$ cat config.mk
export PLATFORM = sky130hd
export DESIGN_NAME = mips_mem_arbiter_flat
export DESIGN_NICKNAME = d
export VERILOG_FILES = /design/src/rtl/mips_mem_pkg.sv /design/src/rtl/mips_mem_arbiter_if.sv /design/src/rtl/mips_mem_rr_pick.sv /design/src/rtl/mips_mem_arbiter.sv /design/src/flat_wrapper.sv
export SDC_FILE = /design/constraint.sdc
export NUM_CORES = 1
export LEC_CHECK = 0
export ABC_AREA = 1
export BUFFER_PORTS_ARGS = -buffer_cell sky130_fd_sc_hd__buf_2
export CORE_MARGIN = 1
export CORE_UTILIZATION = 40
export DETAILED_ROUTE_END_ITERATION = 7
export GPL_ROUTABILITY_DRIVEN = 1
export GPL_TIMING_DRIVEN = 0
export HOLD_SLACK_MARGIN = 0.06
export PLACE_DENSITY = 0.69
export SYNTH_ARGS = -nofsm -noshare
export SYNTH_HDL_FRONTEND = slang
export SYNTH_SLANG_ARGS = --single-unit
export TNS_END_PERCENT = 20
$ cat constraint.sdc
create_clock -name clock -period 14.6 [get_ports clock]
set_input_delay 2.92 -clock clock [delete_from_list [all_inputs] [get_ports clock]]
set_output_delay 2.92 -clock clock [all_outputs]
set_load 0.01 [all_outputs]
$ cat src/rtl/mips_mem_pkg.sv
// Shared types and default widths for the MIPS unified-memory arbiter slice.
package mips_mem_pkg;

   localparam int ARB_ADDR_W = 32;
   localparam int ARB_DATA_W = 32;
   localparam int ARB_WAIT_W = 4;

   typedef enum logic {
      OWN_CPU = 1'b0,
      OWN_LDR = 1'b1
   } owner_e;

   typedef enum logic [1:0] {
      ARB_IDLE   = 2'd0,
      ARB_ACCESS = 2'd1,
      ARB_WAIT   = 2'd2,
      ARB_DONE   = 2'd3
   } arb_state_e;

endpackage

$ cat src/rtl/mips_mem_arbiter_if.sv
// Requester and memory-side bus of the arbiter; slave = arbiter view, master = environment view.
interface mips_mem_arbiter_if #(
   parameter int ADDR_W = mips_mem_pkg::ARB_ADDR_W,
   parameter int DATA_W = mips_mem_pkg::ARB_DATA_W
);
   logic              cpu_req;
   logic              cpu_we;
   logic [ADDR_W-1:0] cpu_addr;
   logic [DATA_W-1:0] cpu_wdata;
   logic [DATA_W-1:0] cpu_rdata;
   logic              cpu_ack;

   logic              ldr_req;
   logic              ldr_we;
   logic [ADDR_W-1:0] ldr_addr;
   logic [DATA_W-1:0] ldr_wdata;
   logic [DATA_W-1:0] ldr_rdata;
   logic              ldr_ack;

   logic [ADDR_W-1:0] mem_addr;
   logic [DATA_W-1:0] mem_wdata;
   logic              mem_we;
   logic              mem_re;
   logic [DATA_W-1:0] mem_rdata;

   logic              owner;
   logic              busy;

   modport slave (
      input  cpu_req, cpu_we, cpu_addr, cpu_wdata,
      output cpu_rdata, cpu_ack,
      input  ldr_req, ldr_we, ldr_addr, ldr_wdata,
      output ldr_rdata, ldr_ack,
      output mem_addr, mem_wdata, mem_we, mem_re,
      input  mem_rdata,
      output owner, busy
   );

   modport master (
      output cpu_req, cpu_we, cpu_addr, cpu_wdata,
      input  cpu_rdata, cpu_ack,
      output ldr_req, ldr_we, ldr_addr, ldr_wdata,
      input  ldr_rdata, ldr_ack,
      input  mem_addr, mem_wdata, mem_we, mem_re,
      output mem_rdata,
      input  owner, busy
   );
endinterface

$ cat src/rtl/mips_mem_rr_pick.sv
// Two-requester round-robin picker (bit 0 = CPU, bit 1 = loader).
// With MIPS_MEM_ARB_LDR_LOCK_EN defined, a lock input makes the loader the only eligible requester.
module mips_mem_rr_pick
   import mips_mem_pkg::*;
(
   input  logic [1:0] req,
   input  owner_e     last_owner,
`ifdef MIPS_MEM_ARB_LDR_LOCK_EN
   input  logic       lock,
`endif
   output logic       grant_valid,
   output owner_e     grant_owner
);

   always_comb begin
      grant_valid = |req;
      grant_owner = OWN_CPU;
      if (req == 2'b11) begin
         grant_owner = (last_owner == OWN_CPU) ? OWN_LDR : OWN_CPU;
      end else if (req[1]) begin
         grant_owner = OWN_LDR;
      end
`ifdef MIPS_MEM_ARB_LDR_LOCK_EN
      if (lock) begin
         grant_valid = req[1];
         grant_owner = OWN_LDR;
      end
`endif
   end

endmodule

$ cat src/rtl/mips_mem_arbiter.sv
// Unified memory port arbiter for the multicycle MIPS core: CPU vs. program loader, round-robin.
// Optional MIPS_MEM_ARB_LDR_LOCK_EN adds ldr_lock to give the loader exclusive access.
module mips_mem_arbiter
   import mips_mem_pkg::*;
#(
   parameter int ADDR_W      = ARB_ADDR_W,
   parameter int DATA_W      = ARB_DATA_W,
   parameter int WAIT_CYCLES = 1
) (
   input logic clock,
   input logic reset,
`ifdef MIPS_MEM_ARB_LDR_LOCK_EN
   input logic ldr_lock,
`endif
   mips_mem_arbiter_if.slave bus
);

   localparam logic [ARB_WAIT_W-1:0] WAIT_LD = ARB_WAIT_W'(WAIT_CYCLES);
   localparam logic [ARB_WAIT_W-1:0] CNT_ONE = ARB_WAIT_W'(1);

   arb_state_e            state_q, state_d;
   owner_e                owner_q, owner_d;
   owner_e                last_owner_q, last_owner_d;
   logic                  we_q, we_d;
   logic [ADDR_W-1:0]     addr_q, addr_d;
   logic [DATA_W-1:0]     wdata_q, wdata_d;
   logic [ARB_WAIT_W-1:0] cnt_q, cnt_d;
   logic [DATA_W-1:0]     cpu_rdata_q, cpu_rdata_d;
   logic [DATA_W-1:0]     ldr_rdata_q, ldr_rdata_d;
   logic                  capture;
   logic                  grant_valid;
   owner_e                grant_owner;

   mips_mem_rr_pick u_pick (
      .req         ({bus.ldr_req, bus.cpu_req}),
      .last_owner  (last_owner_q),
`ifdef MIPS_MEM_ARB_LDR_LOCK_EN
      .lock        (ldr_lock),
`endif
      .grant_valid (grant_valid),
      .grant_owner (grant_owner)
   );

   always_ff @(posedge clock or posedge reset) begin
      if (reset) begin
         state_q      <= ARB_IDLE;
         owner_q      <= OWN_CPU;
         last_owner_q <= OWN_LDR;
         we_q         <= 1'b0;
         addr_q       <= '0;
         wdata_q      <= '0;
         cnt_q        <= '0;
         cpu_rdata_q  <= '0;
         ldr_rdata_q  <= '0;
      end else begin
         state_q      <= state_d;
         owner_q      <= owner_d;
         last_owner_q <= last_owner_d;
         we_q         <= we_d;
         addr_q       <= addr_d;
         wdata_q      <= wdata_d;
         cnt_q        <= cnt_d;
         cpu_rdata_q  <= cpu_rdata_d;
         ldr_rdata_q  <= ldr_rdata_d;
      end
   end

   always_comb begin
      state_d      = state_q;
      owner_d      = owner_q;
      last_owner_d = last_owner_q;
      we_d         = we_q;
      addr_d       = addr_q;
      wdata_d      = wdata_q;
      cnt_d        = cnt_q;
      cpu_rdata_d  = cpu_rdata_q;
      ldr_rdata_d  = ldr_rdata_q;
      capture      = 1'b0;
      unique case (state_q)
         ARB_IDLE: begin
            // Fields are latched here so requester changes later in the transaction are ignored.
            if (grant_valid) begin
               owner_d = grant_owner;
               if (grant_owner == OWN_LDR) begin
                  we_d    = bus.ldr_we;
                  addr_d  = bus.ldr_addr;
                  wdata_d = bus.ldr_wdata;
               end else begin
                  we_d    = bus.cpu_we;
                  addr_d  = bus.cpu_addr;
                  wdata_d = bus.cpu_wdata;
               end
               state_d = ARB_ACCESS;
            end
         end
         ARB_ACCESS: begin
            if (we_q) begin
               state_d = ARB_DONE;
            end else if (WAIT_CYCLES == 0) begin
               capture = 1'b1;
               state_d = ARB_DONE;
            end else begin
               cnt_d   = WAIT_LD;
               state_d = ARB_WAIT;
            end
         end
         ARB_WAIT: begin
            cnt_d = cnt_q - CNT_ONE;
            if (cnt_q <= CNT_ONE) begin
               capture = 1'b1;
               state_d = ARB_DONE;
            end
         end
         ARB_DONE: begin
            last_owner_d = owner_q;
            state_d      = ARB_IDLE;
         end
         default: state_d = ARB_IDLE;
      endcase
      if (capture) begin
         if (owner_q == OWN_LDR) ldr_rdata_d = bus.mem_rdata;
         else                    cpu_rdata_d = bus.mem_rdata;
      end
   end

   assign bus.busy      = (state_q != ARB_IDLE);
   assign bus.owner     = owner_q;
   assign bus.mem_addr  = bus.busy ? addr_q : '0;
   assign bus.mem_wdata = bus.busy ? wdata_q : '0;
   assign bus.mem_we    = (state_q == ARB_ACCESS) && we_q;
   assign bus.mem_re    = ((state_q == ARB_ACCESS) && !we_q) || (state_q == ARB_WAIT);
   assign bus.cpu_ack   = (state_q == ARB_DONE) && (owner_q == OWN_CPU);
   assign bus.ldr_ack   = (state_q == ARB_DONE) && (owner_q == OWN_LDR);
   assign bus.cpu_rdata = cpu_rdata_q;
   assign bus.ldr_rdata = ldr_rdata_q;

endmodule

$ cat src/flat_wrapper.sv
// flat-port wrapper written by rule: the top's interface ports become plain ports
module mips_mem_arbiter_flat import mips_mem_pkg::*;
#(
   parameter int ADDR_W      = ARB_ADDR_W,
   parameter int DATA_W      = ARB_DATA_W,
   parameter int WAIT_CYCLES = 1
)
  (clock, reset, bus_cpu_req, bus_cpu_we, bus_cpu_addr, bus_cpu_wdata, bus_cpu_rdata, bus_cpu_ack, bus_ldr_req, bus_ldr_we, bus_ldr_addr, bus_ldr_wdata, bus_ldr_rdata, bus_ldr_ack, bus_mem_addr, bus_mem_wdata, bus_mem_we, bus_mem_re, bus_mem_rdata, bus_owner, bus_busy);
  mips_mem_arbiter_if #(.ADDR_W(ADDR_W), .DATA_W(DATA_W)) bus_i ();
  input logic clock;
  input logic reset;
  input wire logic [$bits(bus_i.cpu_req)-1:0] bus_cpu_req;
  input wire logic [$bits(bus_i.cpu_we)-1:0] bus_cpu_we;
  input wire logic [$bits(bus_i.cpu_addr)-1:0] bus_cpu_addr;
  input wire logic [$bits(bus_i.cpu_wdata)-1:0] bus_cpu_wdata;
  output wire logic [$bits(bus_i.cpu_rdata)-1:0] bus_cpu_rdata;
  output wire logic [$bits(bus_i.cpu_ack)-1:0] bus_cpu_ack;
  input wire logic [$bits(bus_i.ldr_req)-1:0] bus_ldr_req;
  input wire logic [$bits(bus_i.ldr_we)-1:0] bus_ldr_we;
  input wire logic [$bits(bus_i.ldr_addr)-1:0] bus_ldr_addr;
  input wire logic [$bits(bus_i.ldr_wdata)-1:0] bus_ldr_wdata;
  output wire logic [$bits(bus_i.ldr_rdata)-1:0] bus_ldr_rdata;
  output wire logic [$bits(bus_i.ldr_ack)-1:0] bus_ldr_ack;
  output wire logic [$bits(bus_i.mem_addr)-1:0] bus_mem_addr;
  output wire logic [$bits(bus_i.mem_wdata)-1:0] bus_mem_wdata;
  output wire logic [$bits(bus_i.mem_we)-1:0] bus_mem_we;
  output wire logic [$bits(bus_i.mem_re)-1:0] bus_mem_re;
  input wire logic [$bits(bus_i.mem_rdata)-1:0] bus_mem_rdata;
  output wire logic [$bits(bus_i.owner)-1:0] bus_owner;
  output wire logic [$bits(bus_i.busy)-1:0] bus_busy;
  assign bus_i.cpu_req = bus_cpu_req;
  assign bus_i.cpu_we = bus_cpu_we;
  assign bus_i.cpu_addr = bus_cpu_addr;
  assign bus_i.cpu_wdata = bus_cpu_wdata;
  assign bus_cpu_rdata = bus_i.cpu_rdata;
  assign bus_cpu_ack = bus_i.cpu_ack;
  assign bus_i.ldr_req = bus_ldr_req;
  assign bus_i.ldr_we = bus_ldr_we;
  assign bus_i.ldr_addr = bus_ldr_addr;
  assign bus_i.ldr_wdata = bus_ldr_wdata;
  assign bus_ldr_rdata = bus_i.ldr_rdata;
  assign bus_ldr_ack = bus_i.ldr_ack;
  assign bus_mem_addr = bus_i.mem_addr;
  assign bus_mem_wdata = bus_i.mem_wdata;
  assign bus_mem_we = bus_i.mem_we;
  assign bus_mem_re = bus_i.mem_re;
  assign bus_i.mem_rdata = bus_mem_rdata;
  assign bus_owner = bus_i.owner;
  assign bus_busy = bus_i.busy;
  mips_mem_arbiter #(.ADDR_W(ADDR_W), .DATA_W(DATA_W), .WAIT_CYCLES(WAIT_CYCLES)) u_core (.clock(clock), .reset(reset), .bus(bus_i));
endmodule
After elaboration in Yosys (flattened, before gate mapping)
Cells that the tools add are included.
Storage, ports and cells
  register bits: 137
  input bits: 166
  output and inout bits: 134
  word-level logic and storage cells: 50
Operators by class
  $add $sub $neg: 1
  magnitude comparators: 1
  eq/ne operators: 7
  muxes and demuxes: 16
  bitwise operators: 1
  reductions and logical operators: 15
Operators with widths (number)
  two-way mux 32 bit: 4
  AND reduction 2 bit: 5
  case mux 2 bit (4 select lines): 1
  case mux 4 bit (2 select lines): 1
  two-way mux 1 bit: 7
  equality test 2 bit (second input constant): 3
  <= comparator 4 x 1 -> 1 bit (second input constant): 1
  logical AND 1 bit: 4
  two-way mux 2 bit: 2
  two-way mux 4 bit: 1
  inequality test 2 x 1 -> 1 bit (second input constant): 2
  nonzero test 2 bit: 2
  subtractor 4 x 1 -> 4 bit (second input constant): 1
  equality test 2 x 1 -> 1 bit (second input constant): 1
  logical NOT 2 bit: 1
  inequality test 2 bit (second input constant): 1
  OR reduction 2 bit: 1
  logical NOT 1 bit: 1
  logical OR 1 bit: 1
  NOT 1 bit: 1

Logic depth before layout (Yosys ltp)
Gate-level depths: netlist of the first run.
  depth in word-level cells: 4
  depth in mapped cells: 9
  mapped depth without buffers: 9

Cells and area by module
Synthesis of the first run repeated with hierarchy kept, for this count alone.
Unflattened totals
  cells, all modules: 789
  area total of the unflattened synthesis: 6620.1 um2
Modules (own cells, without submodules)
  mips_mem_arbiter: instances 1, cells each 786, area each 6605.1 um2, seq. area each 3429.5 um2
  mips_mem_rr_pick: instances 1, cells each 3, area each 15.0 um2, seq. area each 0.0 um2

Worst setup path before layout of the first run
No wires, ideal clock.
  kind: reg2out
  start point: register u_core.state_q[0]
  end point: output port bus_mem_addr[0]
  arrival: 1290 ps
  required time: 11680 ps
  path slack: 10390 ps
  stages on the path, launching flop included: 6
  buffers on the path: 2
  cells stage by stage: dfrtp_1 > inv_1 > ha_1 > buf_2 > buf_1 > nor2_1
On the way
  longest elaborated chain between the ends: 2
Ends and longest elaborated chain
  from (decl): RTL line mips_mem_arbiter.sv:21  | arb_state_e state_q, state_d;
  from (signal assigned): RTL line mips_mem_arbiter.sv:56  | state_q <= state_d;
  nonzero test 2 bit: RTL line mips_mem_arbiter.sv:126  | assign bus.busy = (state_q != ARB_IDLE);
  two-way mux 32 bit: RTL line mips_mem_arbiter.sv:128  | assign bus.mem_addr = bus.busy ? addr_q : '0;
  to (decl): RTL line flat_wrapper.sv:24  | output wire logic [$bits(bus_i.mem_addr)-1:0] bus_mem_addr;
Every way passes these cells.

Worst setup path after layout of the first run
  start point: register u_core.state_q[0]
  end point: output port bus_mem_addr[15]
Same word-level chain as after synthesis.

==> run metrics, run 1 <==
status finished, final reports clean; startpoint types flip-flop; detail-routed via count per cell 4.88; leading cell type in the layout, fill and taps excluded nand2_1; grt ovf 0; fmax between 150 and 200 MHz; Synth Instances 925; core area 16700 um^2; CTS max path bufs 2; maximum vdd drop between 0.08 and 0.09 mV; Post-CTS Hold Fix Bufs 0; vias in the first global route 6895; Finished Cell Area 9390 um^2; Setup Viol. Count Final 0; clock skew approximately 10 ps; fill count around 1600; synthesized area per cell roughly 7.5 um^2; Final min period around 5200 ps; Area after DPL approximately 8700 um^2; total power ~2.2 mW; CP peak stage delay ~420 ps; #FFs+latches synth approximately 140; largest net degree at the start of global routing between 70 and 80; WL final around 22000 um; Max-slew headroom 60.1%; Hold Crit Class flip-flop to flip-flop; clk_lat worst skew between 400 and 500 ps; Root Driver clkbuf_16; GP Congestion ~0.89; Layout Nets roughly 1400; row count 47; Worst Tran Pin Value ~600 ps; # DRC 0; Mapped Nets about 1100; initial antenna violation count 1; post-synth cell types 19; Post-CTS Resized 0; wire per inst between 10 and 15 um; Layout area overhead 36.3%; Post-CTS Setup Bufs 0; H-tree levels 4; Top cell by count, worst path buf_2; CTS tree yes; Diodes inserted 0; DP HPWL between 15000 and 20000 um; Final ANT Viol Nets 0; Worst EP arrival between 2000 and 2500 ps; I/O Buffers around 300; Die ar. approximately 18000 um^2; CP Cell Sequence inv_1 > ha_1 > buf_2 > buf_1 > nor2_1 > buf_2; buffers plus inverters on the worst setup path 4; die width roughly 130 um; WP data required about 12000 ps; initial DRC count between 400 and 500; critical path's top delay family buffers and inverters; Setup Crit Path Kind flip-flop to output pin; fin crit share between 30% and 40%; Seq/Total Area, Yosys 49.8%; layout cell share with drive strength beyond 1 between 30% and 40%; Reg clk slew, reported paths ~60 ps; leak pwr between 5 and 6 nW; vias post-DR 7215; Die Height between 100 and 150 um; CTS Sinks between 100 and 150; CP max stage cell dfrtp_1; Synthesis Warnings 0; Num CTS Buffers 17; first-pass GRT wire length 34800 um; CP endpoint kind output pin; DRT Pass-1 Iters 5; starting density of the core 41.3%; commonest non-fill, non-tap cells in the layout 346 x nand2_1, 331 x buf_2, 136 x dfrtp_1; Final Hold Vio Count 0; PwrDens around 230 nW/um^2; Max Cap Viol 0; Crit Path Max Fanout 10; total global-route track usage around 25%; RSZ-0062 raised after global routing no; mapped cell area approximately 6900 um^2; I/O pins 300; Slew Viols, Final 0; Setup Total Neg Slack 0 ps
-- power by group --
part	total, mW	internal [mW]	switching, mW
registers	0.647	0.567	0.0803
logic	1.01	0.357	0.655
clock network	0.503	0.339	0.164
-- worst register-to-register path: cells and delay by family (launching register included) --
family / cells / cell delay, ps
buf+inv: 4 / 680
compound gates: 2 / 320
flops: 1 / 420
fa+ha+maj: 1 / 250
-- registers in the layout (all words and copies together) (netlist names) --
signal	flops
u_core.state_q	2
u_core.cnt_q	4
u_core.last_owner_q	1
u_core.bus.owner	1
u_core.addr_q	32
u_core.we_q	1
u_core.bus.cpu_rdata	32
u_core.wdata_q	32
u_core.bus.ldr_rdata	32
-- stage by stage --
step | cells | utilization [%] | hold WS [ps] | setup slack, ps
after floorplan | 925 | - | 442 | 8010
final | 1477 | 56.2 | 464 | 9410
after global placement | 1444 | 51.9 | 449 | 6350
after detailed placement | 1445 | 52.1 | 454 | 9840
after CTS | 1477 | 56.2 | 468 | 9390
after global routing | 1477 | 56.2 | 477 | 9250
-- final timing paths --
path                                                      startpoint                              endpoint  slack [ps]  depth (start not counted)
max in group asynchronous                                      reset       u_core.last_owner_q$_DFFE_PP1N_       11220                          3
worst min register to register  u_core.bus.cpu_rdata[28]$_DFFE_PP0P_  u_core.bus.cpu_rdata[28]$_DFFE_PP0P_         460                          2
min in group asynchronous                                      reset   u_core.bus.cpu_rdata[2]$_DFFE_PP0P_        2570                          2
worst max register to register         u_core.state_q[0]$_DFFE_PP0P_          u_core.addr_q[0]$_DFFE_PP0P_       12820                          7
worst min-delay path            u_core.bus.cpu_rdata[28]$_DFFE_PP0P_  u_core.bus.cpu_rdata[28]$_DFFE_PP0P_         460                          2
worst max-delay path                   u_core.state_q[0]$_DFFE_PP0P_                      bus_mem_addr[15]        9410                          6
-- cell usage after synthesis --
cell type	n	area, um^2
buf_4	15	113
o21ai_0	4	20.0
buf_2	32	160
ha_1	6	75.1
clkbuf_1	15	56.3
nand3_1	76	380
dfstp_2	1	26.3
nor2_1	70	263
nand2_1	346	1300
xor2_1	1	8.76
dfrtp_1	136	3400
buf_1	8	30.0
inv_2	3	11.3
a21oi_2	1	8.76
a21oi_1	1	5.00
o21ai_1	65	325
inv_1	80	300
o22ai_1	1	6.26
nand4_1	64	400
-- routing by layer --
metal,GRT usage [%],vias to the layer above,share of wire (%)
met5,0,-,0.046
met4,8.59,2,2.0
met3,5.94,32,7.5
met2,41.6,318,48
met1,32.3,3289,43
li1,-,3574,-
-- logic make-up (layout without fill, tap and decap cells) --
group / count (synthesis) / in the layout / share of synthesized area, %
flip-flops: 137 / 137 / 49.8
XOR/XNOR: 1 / 1 / 0.127
adder cells (fa/ha/maj): 6 / 6 / 1.09
AO/OA/AOI/OAI: 72 / 72 / 5.30
buffers and inverters: 153 / 485 / 9.73
AND/OR/NAND/NOR: 556 / 556 / 34.0
-- layout make-up --
cell class	instances	area [um^2]	share of cell area (%)
sequential	137	3430	36.5
multi-input combinational	635	2790	29.7
timing repair buffer	300	1520	16.2
clock buffer	21	480	5.12
buffer	70	359	3.82
inverter	83	317	3.37
tap	220	275	2.93
clock inverter	11	214	2.28
(Power assumes the default switching activity.)
==> run 2: changes to the inputs <==
--- a/config.mk
+++ b/config.mk
@@ -5,7 +5,7 @@
 export SDC_FILE = /design/constraint.sdc
 export NUM_CORES = 1
 export LEC_CHECK = 0
-export ABC_AREA = 1
+export ABC_AREA = 0
 export BUFFER_PORTS_ARGS = -buffer_cell sky130_fd_sc_hd__buf_2
 export CORE_MARGIN = 1
 export CORE_UTILIZATION = 40
@@ -13,7 +13,7 @@
 export GPL_ROUTABILITY_DRIVEN = 1
 export GPL_TIMING_DRIVEN = 0
 export HOLD_SLACK_MARGIN = 0.06
-export PLACE_DENSITY = 0.69
+export PLACE_DENSITY = 0.7
 export SYNTH_ARGS = -nofsm -noshare
 export SYNTH_HDL_FRONTEND = slang
 export SYNTH_SLANG_ARGS = --single-unit
==> constraint.sdc (replaced) <==
create_clock -name clock -period 5.35 [get_ports clock]
set_input_delay 1.07 -clock clock [delete_from_list [all_inputs] [get_ports clock]]
set_output_delay 1.07 -clock clock [all_outputs]
set_load 0.01 [all_outputs]
==> run 2 against run 1 <==
- global-route usage fell by 5.4 points
- die area fell by 6.4%
- sequential cell count did not move
- synthesized area fell by 6.5%
- utilization fell by 0.47 points
- sequential power rose to 2.8 times the previous value
- final cell count fell by 26%
- clock skew fell by 1.0 ps
- synthesized cell count fell by 41%
- wire length fell by 25%
- largest cell class unchanged
==> run metrics, run 2 <==
Diodes inserted 0; status finished, final reports clean; vias post-DR ~5000; Most used DFF post-synth dfrtp_1; initial DRC count roughly 140; total global-route track usage about a fifth; Worst Tran Pin Value approximately 640 ps; Die ar. approximately 17000 um^2; Reg clk slew, reported paths 60 ps; Hold Crit Class flip-flop to flip-flop; layout cell share with drive strength beyond 1 approximately 49%; mapped cell area between 6000 and 7000 um^2; DRT Pass-1 Iters 6; Layout area overhead 37.0%; Final min period between 3000 and 4000 ps; CP peak stage delay approximately 520 ps; Root Driver clkbuf_16; Synth top cells by count 136 x dfrtp_1, 71 x nand2_1, 66 x mux2i_1; Final ANT Viol Nets 0; RSZ-0062 raised after global routing no; CTS max path bufs 2; Layout Nets ~1000; buffers plus inverters on the worst setup path 4; WL final approximately 16000 um; initial antenna violation count 0; Area contributors post-synth dfrtp_1 53%, mux2i_1 10%, mux2_4 7.0%; vias in the first global route 4958; Setup Viol. Count Final 0; core area about 16000 um^2; DP HPWL 12500 um; first-pass GRT wire length 24600 um; Num CTS Buffers 17; cell taking the most area after synthesis dfrtp_1; GP Congestion slightly above 0.8; fmax around 290 MHz; # DRC 0; Mapped Nets approximately 710; Setup Crit Path Kind flip-flop to output pin; Synth Instances between 500 and 600; Synth top area share 52.8%; I/O Buffers about 300; commonest non-fill, non-tap cells in the layout 306 x buf_2, 136 x dfrtp_1, 71 x nand2_1; Post-CTS Resized 0; leading cell type in the layout, fill and taps excluded buf_2; H-tree levels 4; Worst EP arrival between 2000 and 2500 ps; starting density of the core roughly 40%; WP data required approximately 4300 ps; Crit Path Max Fanout 10; CP Cell Sequence inv_1 > ha_1 > clkbuf_1 > clkbuf_1 > nor2b_1 > buf_2; PwrDens 608 nW/um^2; grt ovf 0; critical path's top delay family buffers and inverters; tightest hold margin approximately 470 ps; Synthesis Warnings 0; CP endpoint kind output pin; wire per inst 15.0 um; clk_lat worst skew 410 ps; leak pwr 4.58 nW; I/O pins 300; Post-synth ARST share 100%; startpoint types flip-flop; die width approximately 130 um; Post-CTS Setup Bufs 0; post-synth cell types 28; EDFF count, synth 0; Top cell by count, worst path clkbuf_1; #FFs+latches synth between 100 and 150; Finished Layout Cells between 1000 and 1500; Post-CTS Hold Fix Bufs 0; Max-slew headroom a little under three fifths; Max Cap Viol 0; row count 46; largest net degree at the start of global routing 78; CTS Sinks 137; maximum vdd drop 0.215 mV; dpl cells 1058; Final Hold Vio Count 0; CTS tree yes; Die Height between 100 and 150 um; top-count cell post-synth dfrtp_1; detail-routed via count per cell between 4 and 5; Seq/Total Area, Yosys between 50% and 60%; Slew Viols, Final 0; fin crit share between 60% and 70%; synthesized area per cell 11.9 um^2; clock skew 9.08 ps; CP max stage cell clkbuf_1
==> run 2: changes by cell type in the layout (fill, tap and decap cells not counted), sizes merged, moves of 32 or more <==
cell	previous run	this run
nor2b	0	65
nand2	346	71
inv	84	12
mux2	0	67
nand3	76	0
buf	355	323
nor2	70	3
nand4	64	0
mux2i	0	66
==> run 2: where the power goes <==
part	switching, mW	total, mW	leakage (nW)	internal (mW)
clock network	0.454	1.15	0.276	0.700
logic	1.23	2.39	2.65	1.16
registers	0.254	1.82	1.65	1.56
==> run 2: stage by stage <==
| stage | setup slack (ps) | area (um^2) | setup TNS, ps | utilization, % | power [mW] |
|---|---|---|---|---|---|
| 2_1_floorplan | 614 | 6440 | 0 | - | 3.31 |
| 3_3_place_gp | -996 | 8210 | -133810 | 51.9 | 4.20 |
| 3_5_place_dp | 2280 | 8240 | 0 | 52.1 | 4.25 |
| 4_1_cts | 1830 | 8820 | 0 | 55.8 | 5.43 |
| 5_1_grt | 1680 | 8820 | 0 | 55.8 | 5.74 |
| 6_report | 1850 | 8820 | 0 | 55.8 | 5.36 |
==> run 2: path summary, 6_finish.rpt <==
kind | end | start | depth (start not counted) | slack (ps)
max in group asynchronous | u_core.wdata_q[8]$_DFFE_PP0P_ | reset | 3 | 3870
worst max-delay path | bus_mem_addr[6] | u_core.state_q[0]$_DFFE_PP0P_ | 6 | 1850
min in group asynchronous | u_core.bus.cpu_rdata[11]$_DFFE_PP0P_ | reset | 2 | 730
worst max register to register | u_core.bus.ldr_rdata[5]$_DFFE_PP0P_ | u_core.cnt_q[0]$_DFFE_PP0P_ | 6 | 3410
worst min register to register | u_core.wdata_q[31]$_DFFE_PP0P_ | u_core.wdata_q[31]$_DFFE_PP0P_ | 2 | 470
worst min-delay path | u_core.wdata_q[31]$_DFFE_PP0P_ | u_core.wdata_q[31]$_DFFE_PP0P_ | 2 | 470
==> run 2: worst min-delay path, stage by stage (launching register included) <==
cell     delay [ps]
dfrtp_1         330
nand2_1          40
o21ai_0          60
==> run 2: logic make-up (layout without fill, tap and decap cells) <==
| logic type | Yosys count | count (layout) | synth area share (%) |
|---|---|---|---|
| compound gates | 79 | 79 | 6.62 |
| buf+inv | 44 | 375 | 4.14 |
| flops | 137 | 137 | 53.2 |
| fa+ha+maj | 6 | 6 | 1.17 |
| mux | 133 | 133 | 23.7 |
| simple gates | 143 | 143 | 11.1 |
==> run 2: cell type report <==
| class | instances | area, um^2 |
|---|---|---|
| Buffer | 36 | 236 |
| Tap cell | 216 | 270 |
| Fill cell | 1389 | 7000 |
| Clock inverter | 13 | 144 |
| Sequential cell | 137 | 3430 |
| Inverter | 8 | 35.0 |
| Multi-Input combinational cell | 361 | 2750 |
| Clock buffer | 18 | 439 |
| Timing Repair Buffer | 300 | 1520 |
==> run 2: layer usage <==
metal / track usage (%) / share of wire [%]
met1: 21.8 / 41
met2: 36.6 / 52
met3: 5.11 / 5.8
met4: 6.64 / 1.4
met5: 0 / 0
==> run 3: changes to the inputs <==
==> constraint.sdc (replaced) <==
create_clock -name clock -period 3.35 [get_ports clock]
set_input_delay 0.67 -clock clock [delete_from_list [all_inputs] [get_ports clock]]
set_output_delay 0.67 -clock clock [all_outputs]
set_load 0.01 [all_outputs]
==> run 3 against run 2 <==
- sequential share of layout area shrank 0.093 points
- global-route usage grew 0.29 points
- cell area grew 0.24%
- die area is the same
- count of clock-buffer cells in the layout grew 3
- non-clock buffer count grew 2
- register-to-register slack lost 2000 ps
- worst hold slack lost 130 ps
- total power grew 59%
- combinational power grew 59%
- critical endpoint is now bus_mem_addr[15]
- largest power group unchanged
==> run metrics, run 3 (synthesis results as in run 2) <==
status finished, final reports clean; Die Height between 100 and 150 um; initial DRC count 170; H-tree levels 4; Root Driver clkbuf_16; I/O Buffers between 200 and 300; clk_lat worst skew roughly 400 ps; largest net degree at the start of global routing between 40 and 50; initial antenna violation count 0; leak pwr 4.59 nW; M2 GR Usage a little over a third; DRT Pass-1 Iters 4; layout cell share with drive strength beyond 1 between 40 and 50%; grt ovf 0; CTS Sinks roughly 140; Final Hold Vio Count 0; row count 46; fin crit share about nine tenths; Final min period between 3000 and 4000 ps; first-pass GRT wire length about 25000 um; I/O pins 300; M1 GR Usage 23.6%; DP HPWL about 13000 um; WL final between 15000 and 20000 um; CTS max path bufs 2; CTS tree yes; Setup Total Neg Slack 0 ps; Hold Crit Class input port to asynchronous set/reset pin; PwrDens just under 1000 nW/um^2; Max-slew headroom between 50% and 60%; Max Cap Viol 0; WP data required between 2000 and 3000 ps; Area after DPL 8270 um^2; Crit Path Max Fanout 10; Die ar. around 17000 um^2; Diodes inserted 0; total global-route track usage roughly 20%; Post-CTS Hold Fix Bufs 0; clock skew 7.36 ps; Final ANT Viol Nets 0; tightest hold margin 342 ps; gr busiest metal met2; vias post-DR 5105; leading cell type in the layout, fill and taps excluded buf_2; # DRC 0; die width ~130 um; RSZ-0062 raised after global routing no; Layout Nets between 1000 and 1500; GP Congestion 0.817; Post-CTS Setup Bufs 0; fill count roughly 1400; startpoint types flip-flop; Num CTS Buffers 17; wire per inst between 15 and 20 um; fmax approximately 330 MHz; detail-routed via count per cell between 4 and 5; GR Util met3 under 10%; starting density of the core between 40% and 50%; CP endpoint kind output pin; Setup Crit Path Kind flip-flop to output pin; commonest non-fill, non-tap cells in the layout 306 x buf_2, 136 x dfrtp_1, 71 x nand2_1; Slew Viols, Final 0; Worst EP arrival about 2300 ps; Reg clk slew, reported paths approximately 60 ps; Worst Tran Pin Value 669 ps; Setup Viol. Count Final 0; vias in the first global route around 5000; core area 15800 um^2; Finished Cell Area 8850 um^2; maximum vdd drop roughly 0.34 mV; Layout area overhead 37.3%; Post-CTS Resized 0
-- run 3: worst max-delay path: stages (launching register included) --
cell and delay [ps]:
dfrtp_1 410, inv_1 130, ha_1 240, clkbuf_1 440, clkbuf_1 410, nor2b_1 140
buf_2 170
-- run 3: path summary, 6_finish.rpt --
| check | slack [ps] | cells after the start | endpoint | start |
|---|---|---|---|---|
| worst max-delay path | 340 | 6 | bus_mem_addr[15] | u_core.state_q[0]$_DFFE_PP0P_ |
| worst min-delay path | 340 | 2 | u_core.bus.cpu_rdata[17]$_DFFE_PP0P_ | reset |
| worst max register to register | 1410 | 6 | u_core.wdata_q[25]$_DFFE_PP0P_ | u_core.state_q[0]$_DFFE_PP0P_ |
| worst min register to register | 470 | 2 | u_core.wdata_q[2]$_DFFE_PP0P_ | u_core.wdata_q[2]$_DFFE_PP0P_ |
| max in group asynchronous | 2120 | 4 | u_core.last_owner_q$_DFFE_PP1N_ | reset |
| min in group clock | 470 | 2 | u_core.wdata_q[2]$_DFFE_PP0P_ | u_core.wdata_q[2]$_DFFE_PP0P_ |
-- run 3: power by group --
part	internal (mW)	switching, mW
sequential	2.49	0.421
combinational	1.86	1.96
clock	1.10	0.682
-- run 3: per-stage QoR --
step / power (mW) / util (%) / setup WS, ps / cells
after detailed placement: 6.82 / 52.3 / 726 / 1060
after floorplan: 5.29 / - / 974 / 542
after global routing: 9.15 / 55.9 / 73.1 / 1091
after CTS: 8.63 / 55.9 / 245 / 1091
after global placement: 6.71 / 51.9 / 75.0 / 1057
final: 8.51 / 55.9 / 337 / 1091
-- run 3: metal layers --
| metal | wire length, um | up-vias |
|---|---|---|
| li1 | - | 2487 |
| met1 | 6910 | 2391 |
| met2 | 8270 | 203 |
| met3 | 955 | 24 |
| met4 | 302 | 0 |
| met5 | 0 | - |
-- run 3: final cells by class --
type	instances	area, um^2	area share [%]
buffer	36	236	2.67
inverter	8	33.8	0.382
timing repair buffer	302	1560	17.6
multi-input combinational	361	2750	31.0
sequential	137	3430	38.8
clock inverter	10	92.6	1.05
clock buffer	21	480	5.43
tap	216	270	3.06
